## config.mk

```make
export PLATFORM = sky130hd
export DESIGN_NAME = sram_like_arbiter
export DESIGN_NICKNAME = d
export VERILOG_FILES = /design/src/rtl/sram_like_arbiter_pkg.sv /design/src/rtl/arb_id_fifo.sv /design/src/rtl/sram_like_arbiter.sv
export SDC_FILE = /design/constraint.sdc
export NUM_CORES = 1
export LEC_CHECK = 0
export ABC_AREA = 0
export BUFFER_PORTS_ARGS = -buffer_cell sky130_fd_sc_hd__clkbuf_2
export CORE_AREA = 2 2 111 113
export DETAILED_ROUTE_END_ITERATION = 10
export DIE_AREA = 0 0 113 115
export GPL_ROUTABILITY_DRIVEN = 0
export SLEW_MARGIN = 30
export SYNTH_ARGS = -nofsm -noshare
export SYNTH_HDL_FRONTEND = slang
export SYNTH_HIERARCHICAL = 1
export SYNTH_SLANG_ARGS = --single-unit
```

## constraint.sdc

```tcl
create_clock -name clk -period 5.27 [get_ports clk]
set_input_delay 0.2635 -clock clk [delete_from_list [all_inputs] [get_ports clk]]
set_output_delay 0.2635 -clock clk [all_outputs]
set_load 0.005 [all_outputs]
```

## src/rtl/sram_like_arbiter_pkg.sv

```systemverilog
// -----------------------------------------------------------------------------
// sram_like_arbiter_pkg
// Shared definitions for the sram-like bus arbiter and its ID FIFO:
//   - SRAM_SIZE_* encodings of the 2-bit size field
//   - lock_state_e : grant lock state of the arbiter
//   - id_width()   : width of a channel ID, clog2(n) with a floor of 1 bit
// -----------------------------------------------------------------------------
package sram_like_arbiter_pkg;

    localparam logic [1:0] SRAM_SIZE_BYTE = 2'd0;
    localparam logic [1:0] SRAM_SIZE_HALF = 2'd1;
    localparam logic [1:0] SRAM_SIZE_WORD = 2'd2;

    typedef enum logic {
        LOCK_UNLOCKED = 1'b0,
        LOCK_LOCKED   = 1'b1
    } lock_state_e;

    // A single channel still needs a 1-bit ID so the FIFO has a real width.
    function automatic int id_width(input int n);
        int w;
        w = 1;
        for (int i = 1; i < 31; i++) begin
            if ((1 << i) < n) begin
                w = i + 1;
            end
        end
        return w;
    endfunction

endpackage

```

## src/rtl/arb_id_fifo.sv

```systemverilog
// -----------------------------------------------------------------------------
// arb_id_fifo
// Synchronous in-order FIFO holding channel IDs of outstanding transactions.
// A push and a pop in the same cycle are both honoured, including when the
// FIFO is full (the slot being popped is the one overwritten at the edge).
//
// Ports:
//   clk, resetn    clock, synchronous active-low reset
//   push, din      write din at the tail
//   pop            drop the head entry (ignored when empty)
//   full, empty    occupancy flags
//   head           entry at the read pointer, valid when !empty
// -----------------------------------------------------------------------------
module arb_id_fifo #(
    parameter int DEPTH = 4,
    parameter int W     = 1
) (
    input  logic         clk,
    input  logic         resetn,
    input  logic         push,
    input  logic         pop,
    input  logic [W-1:0] din,
    output logic         full,
    output logic         empty,
    output logic [W-1:0] head
);

    localparam int PTR_W = (DEPTH > 1) ? $clog2(DEPTH) : 1;
    localparam int CNT_W = PTR_W + 1;

    logic [W-1:0]     mem [DEPTH];
    logic [PTR_W-1:0] rd_ptr;
    logic [PTR_W-1:0] wr_ptr;
    logic [CNT_W-1:0] count;
    logic             do_push;
    logic             do_pop;

    assign full    = (count == CNT_W'(DEPTH));
    assign empty   = (count == '0);
    assign head    = mem[rd_ptr];

    assign do_pop  = pop & ~empty;
    assign do_push = push & (~full | do_pop);

    always_ff @(posedge clk) begin
        if (do_push) begin
            mem[wr_ptr] <= din;
        end
    end

    always_ff @(posedge clk) begin
        if (!resetn) begin
            rd_ptr <= '0;
            wr_ptr <= '0;
            count  <= '0;
        end else begin
            if (do_push) begin
                wr_ptr <= (wr_ptr == PTR_W'(DEPTH - 1)) ? '0 : wr_ptr + 1'b1;
            end
            if (do_pop) begin
                rd_ptr <= (rd_ptr == PTR_W'(DEPTH - 1)) ? '0 : rd_ptr + 1'b1;
            end
            case ({do_push, do_pop})
                2'b10:   count <= count + 1'b1;
                2'b01:   count <= count - 1'b1;
                default: count <= count;
            endcase
        end
    end

endmodule

```

## src/rtl/sram_like_arbiter.sv

```systemverilog
// -----------------------------------------------------------------------------
// sram_like_arbiter
// Merges NUM_CH sram-like masters onto one sram-like slave. Requests are
// arbitrated round-robin (RR_MODE=1) or fixed priority, highest index wins
// (RR_MODE=0). Channel IDs of accepted requests are queued in order so each
// data_ok/rdata is routed back to the channel that issued it.
//
// Lock state machine:
//   state          | meaning
//   LOCK_UNLOCKED  | grant follows the arbiter every cycle
//   LOCK_LOCKED    | slave stalled a request; grant frozen on lock_ch until
//                  | the slave accepts it
//
// Ports:
//   clk, resetn                 clock, synchronous active-low reset
//   up_req/up_wr                per-channel request and write flag
//   up_size                     per-channel size, channel i at [2i+1:2i]
//   up_wstrb/up_addr/up_wdata   per-channel packed payload
//   up_addr_ok/up_data_ok       per-channel handshake returns
//   up_rdata                    read data, broadcast to all channels
//   dn_*                        downstream sram-like slave interface
// -----------------------------------------------------------------------------
module sram_like_arbiter
    import sram_like_arbiter_pkg::*;
#(
    parameter int NUM_CH  = 2,
    parameter int ADDR_W  = 32,
    parameter int DATA_W  = 32,
    parameter int MAX_OUT = 4,
    parameter int RR_MODE = 1
) (
    input  logic                           clk,
    input  logic                           resetn,
    input  logic [NUM_CH-1:0]              up_req,
    input  logic [NUM_CH-1:0]              up_wr,
    input  logic [2*NUM_CH-1:0]            up_size,
    input  logic [(DATA_W/8)*NUM_CH-1:0]   up_wstrb,
    input  logic [ADDR_W*NUM_CH-1:0]       up_addr,
    input  logic [DATA_W*NUM_CH-1:0]       up_wdata,
    output logic [NUM_CH-1:0]              up_addr_ok,
    output logic [NUM_CH-1:0]              up_data_ok,
    output logic [DATA_W-1:0]              up_rdata,
    output logic                           dn_req,
    output logic                           dn_wr,
    output logic [1:0]                     dn_size,
    output logic [DATA_W/8-1:0]            dn_wstrb,
    output logic [ADDR_W-1:0]              dn_addr,
    output logic [DATA_W-1:0]              dn_wdata,
    input  logic                           dn_addr_ok,
    input  logic                           dn_data_ok,
    input  logic [DATA_W-1:0]              dn_rdata
);

    localparam int ID_W   = id_width(NUM_CH);
    localparam int STRB_W = DATA_W / 8;

    lock_state_e       lock_state;
    logic [ID_W-1:0]   lock_ch;
    logic [ID_W-1:0]   rr_ptr;
    logic [ID_W-1:0]   arb_ch;
    logic [ID_W-1:0]   grant;
    logic [ID_W:0]     cand;
    logic              found;
    logic              fire;
    logic              resp_fire;
    logic              fifo_full;
    logic              fifo_empty;
    logic [ID_W-1:0]   fifo_head;

    logic [ADDR_W-1:0] ch_addr  [NUM_CH];
    logic [DATA_W-1:0] ch_wdata [NUM_CH];
    logic [STRB_W-1:0] ch_wstrb [NUM_CH];
    logic [1:0]        ch_size  [NUM_CH];

    for (genvar c = 0; c < NUM_CH; c++) begin : g_unpack
        assign ch_addr[c]  = up_addr[c*ADDR_W +: ADDR_W];
        assign ch_wdata[c] = up_wdata[c*DATA_W +: DATA_W];
        assign ch_wstrb[c] = up_wstrb[c*STRB_W +: STRB_W];
        assign ch_size[c]  = up_size[2*c +: 2];
    end

    // Arbiter. In round-robin mode the candidate index is rr_ptr+k folded
    // back into 0..NUM_CH-1, so non-power-of-two channel counts also work.
    always_comb begin
        arb_ch = '0;
        found  = 1'b0;
        cand   = '0;
        if (RR_MODE != 0) begin
            for (int k = 0; k < NUM_CH; k++) begin
                cand = {1'b0, rr_ptr} + (ID_W+1)'(k);
                if (cand >= (ID_W+1)'(NUM_CH)) begin
                    cand = cand - (ID_W+1)'(NUM_CH);
                end
                if (!found && up_req[cand[ID_W-1:0]]) begin
                    arb_ch = cand[ID_W-1:0];
                    found  = 1'b1;
                end
            end
        end else begin
            for (int k = 0; k < NUM_CH; k++) begin
                if (up_req[ID_W'(k)]) begin
                    arb_ch = ID_W'(k);
                end
            end
        end
    end

    assign grant = (lock_state == LOCK_LOCKED) ? lock_ch : arb_ch;

    // Masking by full keeps a stalled master waiting; the lock is untouched.
    assign dn_req    = up_req[grant] & ~fifo_full;
    assign dn_wr     = up_wr[grant];
    assign dn_size   = ch_size[grant];
    assign dn_wstrb  = ch_wstrb[grant];
    assign dn_addr   = ch_addr[grant];
    assign dn_wdata  = ch_wdata[grant];

    assign fire      = dn_req & dn_addr_ok;
    // A data_ok with nothing outstanding is a slave protocol error; drop it.
    assign resp_fire = dn_data_ok & ~fifo_empty;

    always_comb begin
        up_addr_ok        = '0;
        up_addr_ok[grant] = fire;
    end

    always_comb begin
        up_data_ok            = '0;
        up_data_ok[fifo_head] = resp_fire;
    end

    assign up_rdata = dn_rdata;

    always_ff @(posedge clk) begin
        if (!resetn) begin
            lock_state <= LOCK_UNLOCKED;
            lock_ch    <= '0;
            rr_ptr     <= '0;
        end else begin
            case (lock_state)
                LOCK_UNLOCKED: begin
                    if (dn_req && !dn_addr_ok) begin
                        lock_state <= LOCK_LOCKED;
                        lock_ch    <= grant;
                    end
                end
                LOCK_LOCKED: begin
                    if (fire) begin
                        lock_state <= LOCK_UNLOCKED;
                    end
                end
                default: lock_state <= LOCK_UNLOCKED;
            endcase
            if (RR_MODE != 0 && fire) begin
                rr_ptr <= (grant == ID_W'(NUM_CH - 1)) ? '0 : grant + 1'b1;
            end
        end
    end

    arb_id_fifo #(
        .DEPTH (MAX_OUT),
        .W     (ID_W)
    ) u_fifo (
        .clk    (clk),
        .resetn (resetn),
        .push   (fire),
        .pop    (resp_fire),
        .din    (grant),
        .full   (fifo_full),
        .empty  (fifo_empty),
        .head   (fifo_head)
    );

endmodule

```

# Word level (Yosys, flattened, before mapping)
# Memories as Yosys holds them, arrays and structs flattened. A register that Yosys moved wholly into a read port is not among the register bits.
# Cells that the tools add are included.
# totals
reg_bits,10
ram_bits,4
input_bits,180
memories,1
# mem_list
memory,words,word_bits,read_ports,rd_clocked_by_memory_dff,wr,line_no,source
u_fifo.mem,4,1,1,1,1,arb_id_fifo.sv:31,logic [W-1:0] mem [DEPTH];
# classes
add_sub_neg,8
n_lt_le_gt_ge,9
eq_ne,5
n_mux,41
bitwise_logic,12
reduce_logical,9
# op_table
operator,n
two-way mux 32 bit,6
two-way mux 1 bit,21
two-way mux 2 bit,7
two-way mux 4 bit,3
less-than comparator 1 x 2 -> 1 bit (second input constant),4
== test 2 bit (second input constant),3
one-hot mux 3 bit (2 select lines),1
AND 1 bit,5
adder 2 x 1 -> 2 bit (second input constant),2
AND 2 bit,2
greater-or-equal comparator 2 bit (second input constant),2
logical AND 1 bit,4
adder 3 x 1 -> 3 bit (second input constant),1
== test 3 bit (second input constant),1
logical NOT 3 bit,1
NOT 1 bit,3
subtractor 3 x 1 -> 3 bit (second input constant),1
adder 1 x 1 -> 2 bit (second input constant),1
demux 1 bit (select 1 bit),2
== test 2 x 1 -> 1 bit (second input constant),1
greater-or-equal comparator 1 bit (second input constant),2
greater-or-equal comparator 1 x 2 -> 1 bit (second input constant),1
logical NOT 1 bit,2
NOT 1 -> 2 bit,1
other kinds (6),7

# Depth between registers and ports, before layout
# Gate-level depths: netlist (run 1).
# logic_depth
word_depth,16
mapped_depth,12
depth_no_buf,10

# Hierarchy
# The synthesis (run 1) kept the hierarchy.
# by_module_without_submodules
module,instances,cells_per_inst,area_each_um2,seq_area_each_um2
sram_like_arbiter,1,139,1644.1,60.1
arb_id_fifo,1,71,719.4,300.3

# Worst setup path after synthesis (run 1)
# OpenSTA, ideal clock, no wires.
# synth_path
path_kind,flip-flop to flip-flop
from,reg u_fifo.count[0]
to,reg u_fifo.count[2]
setup_ps,74
arrival_ps,2146
setup_slack_ps,3050
path_stages_with_launch,13
path_buffers,2
synth_period_minus_slack_ps,2220
path_cell_list,dfxtp_1 buf_2 nor2_1 and2_1 a2111o_1 inv_1 buf_4 inv_1 nand2b_1 fa_1 nand3b_1 or3_1 a31oi_1
# synth_lines
element,line_no,source
"start, declared",arb_id_fifo.sv:34,logic [CNT_W-1:0] count;
"start signal, assigned",arb_id_fifo.sv:64,2'b10: count <= count + 1'b1;
"start signal, assigned",arb_id_fifo.sv:65,2'b01: count <= count - 1'b1;
"start signal, assigned",arb_id_fifo.sv:66,default: count <= count;
== test 3 bit *,arb_id_fifo.sv:38,assign full = (count == CNT_W'(DEPTH));
named net fifo_full,sram_like_arbiter.sv:66,logic fifo_full;
NOT 1 bit *,sram_like_arbiter.sv:111,assign dn_req = up_req[grant] & ~fifo_full;
AND 1 bit *,sram_like_arbiter.sv:111,
AND 1 bit *,sram_like_arbiter.sv:118,assign fire = dn_req & dn_addr_ok;
named net fire,sram_like_arbiter.sv:64,logic fire;
AND 1 bit *,arb_id_fifo.sv:43,assign do_push = push & (~full | do_pop);
== test 2 x 1 -> 1 bit or == test 2 bit (tied branches),arb_id_fifo.sv:63,"case ({do_push, do_pop})"
one-hot mux 3 bit (2 select lines) or nonzero test 2 bit (tied branches),--,
# Mark *: on every way through the listed nets, which the timed path passes. The rest lies on a longest branch.
# A chain may end at the register's enable or synchronous reset.

# Final worst setup path (run 1)
# layout_path
from,reg u_fifo.count[0]
to,reg u_fifo.count[2]
# layout_via
elab_chain_len,8
# layout_lines
element,line_no,source
logical NOT 3 bit *,arb_id_fifo.sv:39,assign empty = (count == '0);
named net fifo_empty,sram_like_arbiter.sv:67,logic fifo_empty;
NOT 1 bit *,sram_like_arbiter.sv:120,assign resp_fire = dn_data_ok & ~fifo_empty;
AND 1 bit *,sram_like_arbiter.sv:120,
named net resp_fire,sram_like_arbiter.sv:65,logic resp_fire;
AND 1 bit *,arb_id_fifo.sv:42,assign do_pop = pop & ~empty;
bitwise OR 1 bit,arb_id_fifo.sv:43,
AND 1 bit,arb_id_fifo.sv:43,
== test 2 x 1 -> 1 bit or == test 2 bit (tied branches),arb_id_fifo.sv:63,
one-hot mux 3 bit (2 select lines) or nonzero test 2 bit (tied branches),--,
# Marks and branches as above.

==> results.sh, run 1 <==
export IMPL_p_leak_nw=1.80
export IMPL_relSlewSlack_pct=43.2
export IMPL_synthArstFlopShare_pct=0
export IMPL_cp_end_kind="register"
export IMPL_cp_arrival_ns=2.79
export IMPL_dr_pass1_iters=9
export IMPL_yosys_warnings=6
export IMPL_crit_required_ns=5.39
export IMPL_startpoint_type="register"
export IMPL_ys_seq_area_share_pct=15.2
export IMPL_nets=582
export IMPL_grt_max_degree=43
export IMPL_drv_slew=0
export IMPL_synthMuxAreaShare_pct=45.1
export IMPL_clk_latency_ns=0.24
export IMPL_synth_commonest_cells="57 x mux2_4, 34 x buf_4, 14 x mux2_2"
export IMPL_synth_top_area_share_pct=36.2
export IMPL_finalHoldViolCount=0
export IMPL_totalWireLength_mm=7.15
export IMPL_syn_area_um2=2360
export IMPL_area_growth_pct=41.6
export IMPL_cts_max_level=1
export IMPL_vias=2269
export IMPL_syn_area_per_cell_um2=11.3
export IMPL_synth_top_family_by_area="multiplexers"
export IMPL_place_ws_ns=2.61
export IMPL_antenna_found_initial=0
export IMPL_grt_pass1_vias=2055
export IMPL_cts_path_max_buffers=2
export IMPL_drt_iter0_drc=45
export IMPL_synth_xor_area_share_pct=0.741
export IMPL_maxCapViolations=0
export IMPL_ant_nets=0
export IMPL_row_count=40
export IMPL_instances_no_fill=542
export IMPL_criticalPathCategory="reg2reg"
export IMPL_start_util_pct=20.0
export IMPL_hpwl_mm=6.51
export IMPL_violations="DRC"
export IMPL_fin_ws_ns=2.60
export IMPL_postCtsSetupBuffers=0
export IMPL_synth_most_common_cell="mux2_4"
export IMPL_grt_pass1_wl_mm=9.83
export IMPL_cts_buffers=3
export IMPL_dp_cells=538
export IMPL_drt_vias_per_instance=4.19
export IMPL_die_h_um=115
export IMPL_cts_root_buf="clkbuf_16"
export IMPL_yosys_area_top_type="mux2_4"
export IMPL_syn_inst=210
export IMPL_fin_skew_ns=0.00180
export IMPL_grt_ovfl_total=0
export IMPL_total_power_uw=562
export IMPL_ctsResizeCount=0
export IMPL_synth_ff_type="dfxtp_1"
export IMPL_track_usage_pct=9.31
export IMPL_syn_nets=396
export IMPL_ir_drop_uv=101
export IMPL_ys_ff_latch=16
export IMPL_wl_per_cell_um=13.2
export IMPL_io_pins=288
export IMPL_fin_crit_sh_pct=50.7
export IMPL_clkTransAtPathRegs_ns=0.05
export IMPL_cts_tree="built"
export IMPL_setup_violations_final=0
export IMPL_final_util_pct=28.3
export IMPL_fin_tns_setup_ns=0
export IMPL_drc_errors=19
export IMPL_fin_hold_ws_ns=0.245
export IMPL_die_area_um2=13000
export IMPL_die_x_um=113
export IMPL_ys_top_cells_by_area="mux2_4 36%, buf_4 11%, dfxtp_1 10%, mux2_2 6.7%, buf_12 5.9%"
export IMPL_status="complete, but fails checks"
export IMPL_diodes=0
export IMPL_post_route_min_period_ns=2.67
export IMPL_synthAdderAreaFrac_pct=3.49
export IMPL_clock_sinks=16
export IMPL_portBuffers=223
export IMPL_power_density_nw_per_um2=168
export IMPL_fin_area_um2=3350
export IMPL_cts_hold_buf=0
export IMPL_max_freq_mhz=374
export IMPL_grt_setup_unrepaired="false"
export IMPL_hold_class="in2reg"
export IMPL_cp_max_fo=11
export IMPL_synth_simple_gate_area_share_pct=9.42
export IMPL_core_um2=11800
export IMPL_synth_edf_count=4
export IMPL_synth_compound_area_share_pct=7.20
export IMPL_drive_gt1_share_pct=77.5
export IMPL_dpl_cell_area_um2=3270
export IMPL_worst_pin_slew_ns=0.850
export IMPL_synth_cell_types=42
==> per-layer routing <==
layer  track usage (%)  share of wire, %  vias to the layer above
li1                  -                 -                     1082
met1              10.6                37                     1052
met2              17.7                52                      135
met3              3.00                11                        0
met4             0.732                 0                        0
met5                 0                 0                        -
==> layout by cell type, fill, tap and decap left out, types with 2 or more instances in the layout <==
cell,n
clkbuf_2,223
a21boi_0,2
o21ai_0,3
mux2_2,14
dfxtp_1,12
nor2_1,7
ha_1,5
o2111ai_1,2
nand2_1,4
a21oi_1,6
or3_1,2
nand3b_1,2
inv_1,9
clkbuf_16,3
nor2b_1,3
mux2i_1,3
nand3_1,2
edfxtp_1,4
o211ai_1,2
buf_4,2
and2_1,6
nand2b_1,2
mux2_4,57
==> critical path, stage by stage (launching register included) <==
cell and delay, ns:
dfxtp_1 0.50, nor3_1 0.10, nor2b_1 0.67, o31ai_2 0.23
nand2b_1 0.22, fa_1 0.39, nand2b_1 0.17, o211ai_1 0.17
a31oi_1 0.09
==> layout make-up <==
| cell class | count | area [um^2] |
|---|---|---|
| Multi-Input combinational cell | 141 | 1560 |
| Tap cell | 147 | 184 |
| Clock buffer | 4 | 78.8 |
| Sequential cell | 16 | 360 |
| Fill cell | 1252 | 8460 |
| Inverter | 9 | 33.8 |
| Timing Repair Buffer | 225 | 1130 |
==> logic make-up after synthesis <==
group,count (synthesis)
adders and majority gates,6
buffers and inverters,53
and+or+nand+nor,35
muxes,75
AOI/OAI and AO/OA,23
xor gates and xnor gates,2
DFF,16
==> power breakdown <==
part	switching (mW)	internal (mW)
Combinational	0.108	0.169
Sequential	0.00504	0.132
Clock	0.0462	0.103
==> path summary, 6_finish.rpt <==
path,cells after the start,slack (ns),endpoint,from
max,8,2.60,u_fifo/count[2]$_SDFFE_PN0P_,u_fifo/count[0]$_SDFFE_PN0P_
min,2,0.25,register,dn_addr_ok
max reg2reg,8,2.60,u_fifo/count[2]$_SDFFE_PN0P_,u_fifo/count[0]$_SDFFE_PN0P_
min reg2reg,2,0.47,rr_ptr$_SDFFE_PN0P_,rr_ptr$_SDFFE_PN0P_
Power figures use the tool's default switching activity.
==> run 2: changes to the inputs <==
--- a/config.mk
+++ b/config.mk
@@ -7,9 +7,9 @@
 export LEC_CHECK = 0
 export ABC_AREA = 0
 export BUFFER_PORTS_ARGS = -buffer_cell sky130_fd_sc_hd__clkbuf_2
-export CORE_AREA = 2 2 111 113
+export CORE_AREA = 2 2 113 115
 export DETAILED_ROUTE_END_ITERATION = 10
-export DIE_AREA = 0 0 113 115
+export DIE_AREA = 0 0 115 117
 export GPL_ROUTABILITY_DRIVEN = 0
 export SLEW_MARGIN = 30
 export SYNTH_ARGS = -nofsm -noshare
==> constraint.sdc (replaced) <==
create_clock -name clk -period 2.14 [get_ports clk]
set_input_delay 0.107 -clock clk [delete_from_list [all_inputs] [get_ports clk]]
set_output_delay 0.107 -clock clk [all_outputs]
set_load 0.005 [all_outputs]
==> results.sh, run 2 (same netlist as run 1, synthesis figures left out) <==
export IMPL_status="complete, no violations"
export IMPL_die_h_um=117
export IMPL_post_route_min_period_ns=2.09
export IMPL_nFillCells=1298
export IMPL_io_pins=288
export IMPL_cp_end_kind="register"
export IMPL_maxCapViolations=0
export IMPL_drive_gt1_share_pct=79.6
export IMPL_seqPwrFrac_pct=23.7
export IMPL_drt_iter0_drc=31
export IMPL_cp_cell_sequence="nor2_2 -> and2_1 -> a2111o_1 -> inv_2 -> inv_1 -> nand2b_1 -> fa_1 -> inv_1 -> o2111ai_2 -> a21oi_2"
export IMPL_p_sw_share_pct=28.6
export IMPL_dr_pass1_iters=4
export IMPL_area_growth_pct=46.0
export IMPL_power_switching_uw=402
export IMPL_clock_sinks=16
export IMPL_antenna_found_initial=2
export IMPL_final_common_cell="clkbuf_2"
export IMPL_cpLargestDelayFamily="compound AO/OA/AOI/OAI gates"
export IMPL_finalHoldViolCount=0
export IMPL_ant_nets=0
export IMPL_cts_root_buf="clkbuf_16"
export IMPL_cp_arrival_ns=2.27
export IMPL_hpwl_mm=6.88
export IMPL_dp_cells=545
export IMPL_p_int_mw=1.00
export IMPL_fin_tns_setup_ns=0
export IMPL_die_x_um=115
export IMPL_relSlewSlack_pct=81.1
export IMPL_cts_max_level=1
export IMPL_criticalPathCategory="reg2reg"
export IMPL_nets=588
export IMPL_cts_path_max_buffers=2
export IMPL_grt_pass1_vias=1929
export IMPL_drt_vias_per_instance=4.06
export IMPL_worst_pin_slew_ns=0.283
export IMPL_start_util_pct=19.2
export IMPL_instances_no_fill=551
export IMPL_fin_crit_sh_pct=97.7
export IMPL_wl_per_cell_um=14.0
export IMPL_final_cell_mix="223 x clkbuf_2, 57 x mux2_4, 14 x mux2_2"
export IMPL_grt_ovfl_total=0
export IMPL_combinationalPowerShare_pct=50.3
export IMPL_drc_errors=0
export IMPL_grt_setup_unrepaired="true"
export IMPL_die_area_um2=13500
export IMPL_cpMostUsedCell="inv_1"
export IMPL_grt_pass1_wl_mm=9.78
export IMPL_track_usage_pct=9.47
export IMPL_power_density_nw_per_um2=408
export IMPL_cpPeakStageDelay_ns=0.41
export IMPL_p_leak_nw=1.84
export IMPL_startpoint_type="register"
export IMPL_path_buf_inv=3
export IMPL_fin_skew_ns=0.00159
export IMPL_drv_slew=0
export IMPL_core_um2=12300
export IMPL_fin_ws_ns=0.0493
export IMPL_hold_class="in2reg"
export IMPL_clk_latency_ns=0.25
export IMPL_cp_max_fo=5
export IMPL_power_share_clock_pct=26.0
export IMPL_totalWireLength_mm=7.74
export IMPL_cp_slowest_cell="fa_1"
export IMPL_setup_violations_final=0
export IMPL_place_ws_ns=0.0390
export IMPL_cts_tree="built"
export IMPL_diodes=0
export IMPL_reg2reg_slack_ns=0.05
export IMPL_total_power_mw=1.41
export IMPL_cts_hold_buf=0
export IMPL_portBuffers=223
export IMPL_ir_drop_uv=292
export IMPL_clkTransAtPathRegs_ns=0.05
export IMPL_cts_buffers=3
export IMPL_grt_max_degree=42
export IMPL_max_freq_mhz=478
export IMPL_vias=2236
export IMPL_row_count=41
export IMPL_crit_required_ns=2.31
[run 2: final timing paths]
path | start | to | depth (start not counted)
setup / recovery | u_fifo/count[1]$_SDFFE_PN0P_ | u_fifo/count[1]$_SDFFE_PN0P_ | 10
hold / removal | dn_addr_ok | register | 2
setup reg to reg | u_fifo/count[1]$_SDFFE_PN0P_ | u_fifo/count[1]$_SDFFE_PN0P_ | 10
hold reg to reg | rr_ptr$_SDFFE_PN0P_ | rr_ptr$_SDFFE_PN0P_ | 2
[run 2: worst register-to-register path: cells and delay by family, from the launching register on]
kind            cells  cell delay (ns)
compound gates      3             0.66
fa+ha+maj           1             0.41
buf+inv             3             0.24
flops               1             0.38
simple gates        3             0.33
[run 2: layout make-up]
| class | count | area, um^2 | area share [%] |
|---|---|---|---|
| inverter | 9 | 33.8 | 0.979 |
| sequential | 16 | 365 | 10.6 |
| multi-input combinational | 141 | 1580 | 45.9 |
| tap | 150 | 188 | 5.44 |
| timing repair buffer | 231 | 1200 | 34.8 |
| clock buffer | 3 | 75.1 | 2.18 |
| clock inverter | 1 | 3.75 | 0.109 |
[run 2: per-layer routing]
layer | track usage, % | part of all wire [%]
met3 | 3.45 | 10
met2 | 15.5 | 50
met1 | 11.8 | 39
met5 | 0 | 0
met4 | 2.41 | 0.92
[run 2: per-stage QoR]
step / hold slack (ns) / util (%) / area [um^2]
3_5_place_dp: 0.214 / 27.0 / 3330
3_3_place_gp: 0.214 / 27.0 / 3330
4_1_cts: 0.0816 / 27.7 / 3410
6_report: 0.0851 / 28.0 / 3450
2_1_floorplan: 0.196 / - / 2370
5_1_grt: 0.114 / 28.0 / 3450
[run 2: power groups by stage]
| stage | logic (mW) | clock network [mW] | registers, mW |
|---|---|---|---|
| 2_1_floorplan | 0.475 | 0 | 0.337 |
| 3_3_place_gp | 0.704 | 0 | 0.339 |
| 3_5_place_dp | 0.713 | 0 | 0.340 |
| 4_1_cts | 0.715 | 0.379 | 0.334 |
| 5_1_grt | 0.774 | 0.396 | 0.335 |
| 6_report | 0.707 | 0.365 | 0.334 |
[run 2: timing repair]
| action | CTS | global route |
|---|---|---|
| setup endpoints to repair | 0 | 2 |
| buffers inserted | 0 | 2 |
| resized for setup | 0 | 8 |
==> run 3: changes to the inputs <==
--- a/config.mk
+++ b/config.mk
@@ -11,6 +11,7 @@
 export DETAILED_ROUTE_END_ITERATION = 10
 export DIE_AREA = 0 0 115 117
 export GPL_ROUTABILITY_DRIVEN = 0
+export HOLD_SLACK_MARGIN = 0.05
 export SLEW_MARGIN = 30
 export SYNTH_ARGS = -nofsm -noshare
 export SYNTH_HDL_FRONTEND = slang
==> constraint.sdc (replaced) <==
create_clock -name clk -period 2.14 [get_ports clk]
set_input_delay 0.428 -clock clk [delete_from_list [all_inputs] [get_ports clk]]
set_output_delay 0.428 -clock clk [all_outputs]
set_load 0.005 [all_outputs]
==> results.sh, run 3 (same netlist as run 1, synthesis figures left out) <==
export IMPL_clock_sinks=16
export IMPL_grt_setup_unrepaired="true"
export IMPL_clkTransAtPathRegs_ns=0.05
export IMPL_cts_hold_buf=0
export IMPL_final_cell_mix="221 x clkbuf_2, 58 x mux2_4, 15 x buf_4"
export IMPL_fin_hold_ws_ns=0.397
export IMPL_grt_max_degree=31
export IMPL_cts_max_level=1
export IMPL_drive_gt1_share_pct=80.6
export IMPL_track_usage_pct=10.2
export IMPL_nets=599
export IMPL_crit_required_ns=1.71
export IMPL_maxCapViolations=0
export IMPL_die_x_um=115
export IMPL_final_util_pct=28.8
export IMPL_grt_ovfl_total=0
export IMPL_totalWireLength_mm=8.19
export IMPL_cts_buffers=3
export IMPL_seqPwrFrac_pct=23.2
export IMPL_die_h_um=117
export IMPL_cp_max_fo=13
export IMPL_ir_drop_uv=513
export IMPL_hold_path_cell_count=2
export IMPL_cp_arrival_ns=1.79
export IMPL_fin_area_um2=3540
export IMPL_power_density_nw_per_um2=409
export IMPL_dr_pass1_iters=4
export IMPL_diodes=0
export IMPL_ant_nets=0
export IMPL_final_common_cell="clkbuf_2"
export IMPL_fin_skew_ns=0.00376
export IMPL_startpoint_type="register"
export IMPL_wl_per_cell_um=14.6
export IMPL_grt_pass1_wl_mm=10.4
export IMPL_power_switching_uw=414
export IMPL_instances_no_fill=562
export IMPL_violations="setup timing"
export IMPL_p_leak_nw=1.91
export IMPL_dpl_cell_area_um2=3420
export IMPL_die_area_um2=13500
export IMPL_worst_pin_slew_ns=0.362
export IMPL_relSlewSlack_pct=75.7
export IMPL_grt_pass1_vias=2042
export IMPL_rr_worst_depth=10
export IMPL_hpwl_mm=7.28
export IMPL_drt_vias_per_instance=4.14
export IMPL_cts_path_max_buffers=2
export IMPL_vias=2327
export IMPL_nFillCells=1282
export IMPL_start_util_pct=19.2
export IMPL_hold_class="in2reg"
export IMPL_fin_ws_ns=-0.0785
export IMPL_finalHoldViolCount=0
export IMPL_clk_latency_ns=0.25
export IMPL_cp_end_kind="output port"
export IMPL_core_um2=12300
export IMPL_total_power_mw=1.45
export IMPL_cts_tree="built"
export IMPL_fin_crit_sh_pct=104
export IMPL_criticalPathCategory="reg2out"
export IMPL_p_sw_share_pct=28.6
export IMPL_antenna_found_initial=0
export IMPL_row_count=41
export IMPL_max_freq_mhz=451
export IMPL_io_pins=288
export IMPL_p_int_mw=1.03
export IMPL_status="complete, but fails checks"
export IMPL_setup_violations_final=61
export IMPL_combinationalPowerShare_pct=51.6
export IMPL_area_growth_pct=49.9
export IMPL_post_route_min_period_ns=2.22
export IMPL_dp_cells=556
export IMPL_portBuffers=223
export IMPL_drv_slew=0
export IMPL_fin_tns_setup_ns=-2.30
export IMPL_drc_errors=0
export IMPL_drt_iter0_drc=48
export IMPL_cts_root_buf="clkbuf_16"
export IMPL_power_share_clock_pct=25.2
export IMPL_place_ws_ns=-0.0820
## run 3: cell count changes in the layout (fill, tap and decap cells not counted), moves of 2 or more
cell / change
buf_4: +9
dfxtp_1: -3
dfxtp_2: +3
buf_2: +2
clkbuf_2: -2
## run 3: what timing repair did
| item | CTS | global route |
|---|---|---|
| buffers inserted | 1 | 1 |
| cloned | 1 | 0 |
| pin swaps | 1 | 0 |
| setup endpoints to repair | 69 | 77 |
| gates resized for setup | 1 | 13 |
## run 3: final timing paths
kind	start	slack (ns)	endpoint
hold / removal	dn_addr_ok	0.40	register
setup reg to reg	u_fifo/count[1]$_SDFFE_PN0P_	0.15	u_fifo/count[1]$_SDFFE_PN0P_
setup / recovery	rr_ptr$_SDFFE_PN0P_	-0.08	dn_addr[20]
hold reg to reg	rr_ptr$_SDFFE_PN0P_	0.47	rr_ptr$_SDFFE_PN0P_
## run 3: power by group through the flow
stage                     clock network [mW]  registers (mW)  logic [mW]
after floorplan                            0           0.337       0.475
after global placement                     0           0.341       0.731
after detailed placement                   0           0.341       0.747
after CTS                              0.375           0.335       0.766
after global routing                   0.390           0.338       0.810
final                                  0.365           0.336       0.747
## run 3: area by class of cell
| type | instances | area [um^2] | share of cell area, % |
|---|---|---|---|
| clock buffer | 3 | 75.1 | 2.12 |
| clock inverter | 1 | 3.75 | 0.106 |
| inverter | 9 | 33.8 | 0.954 |
| multi-input combinational | 141 | 1570 | 44.4 |
| sequential | 16 | 369 | 10.4 |
| tap | 150 | 188 | 5.30 |
| timing repair buffer | 242 | 1300 | 36.7 |
## run 3: routing by layer
layer,global-route usage [%],wire length (um),vias up
met2,17.8,4100,130
met1,12.0,3260,1066
met4,2.49,132,0
li1,-,-,1119
met3,3.60,701,12
met5,0,0,-
## run 3: critical path, cell delays in order (launching register included)
cell	delay (ns)
dfxtp_2	0.33
and2b_2	0.24
o21ai_4	0.21
buf_12	0.19
buf_12	0.16
mux2_4	0.31
clkbuf_2	0.11
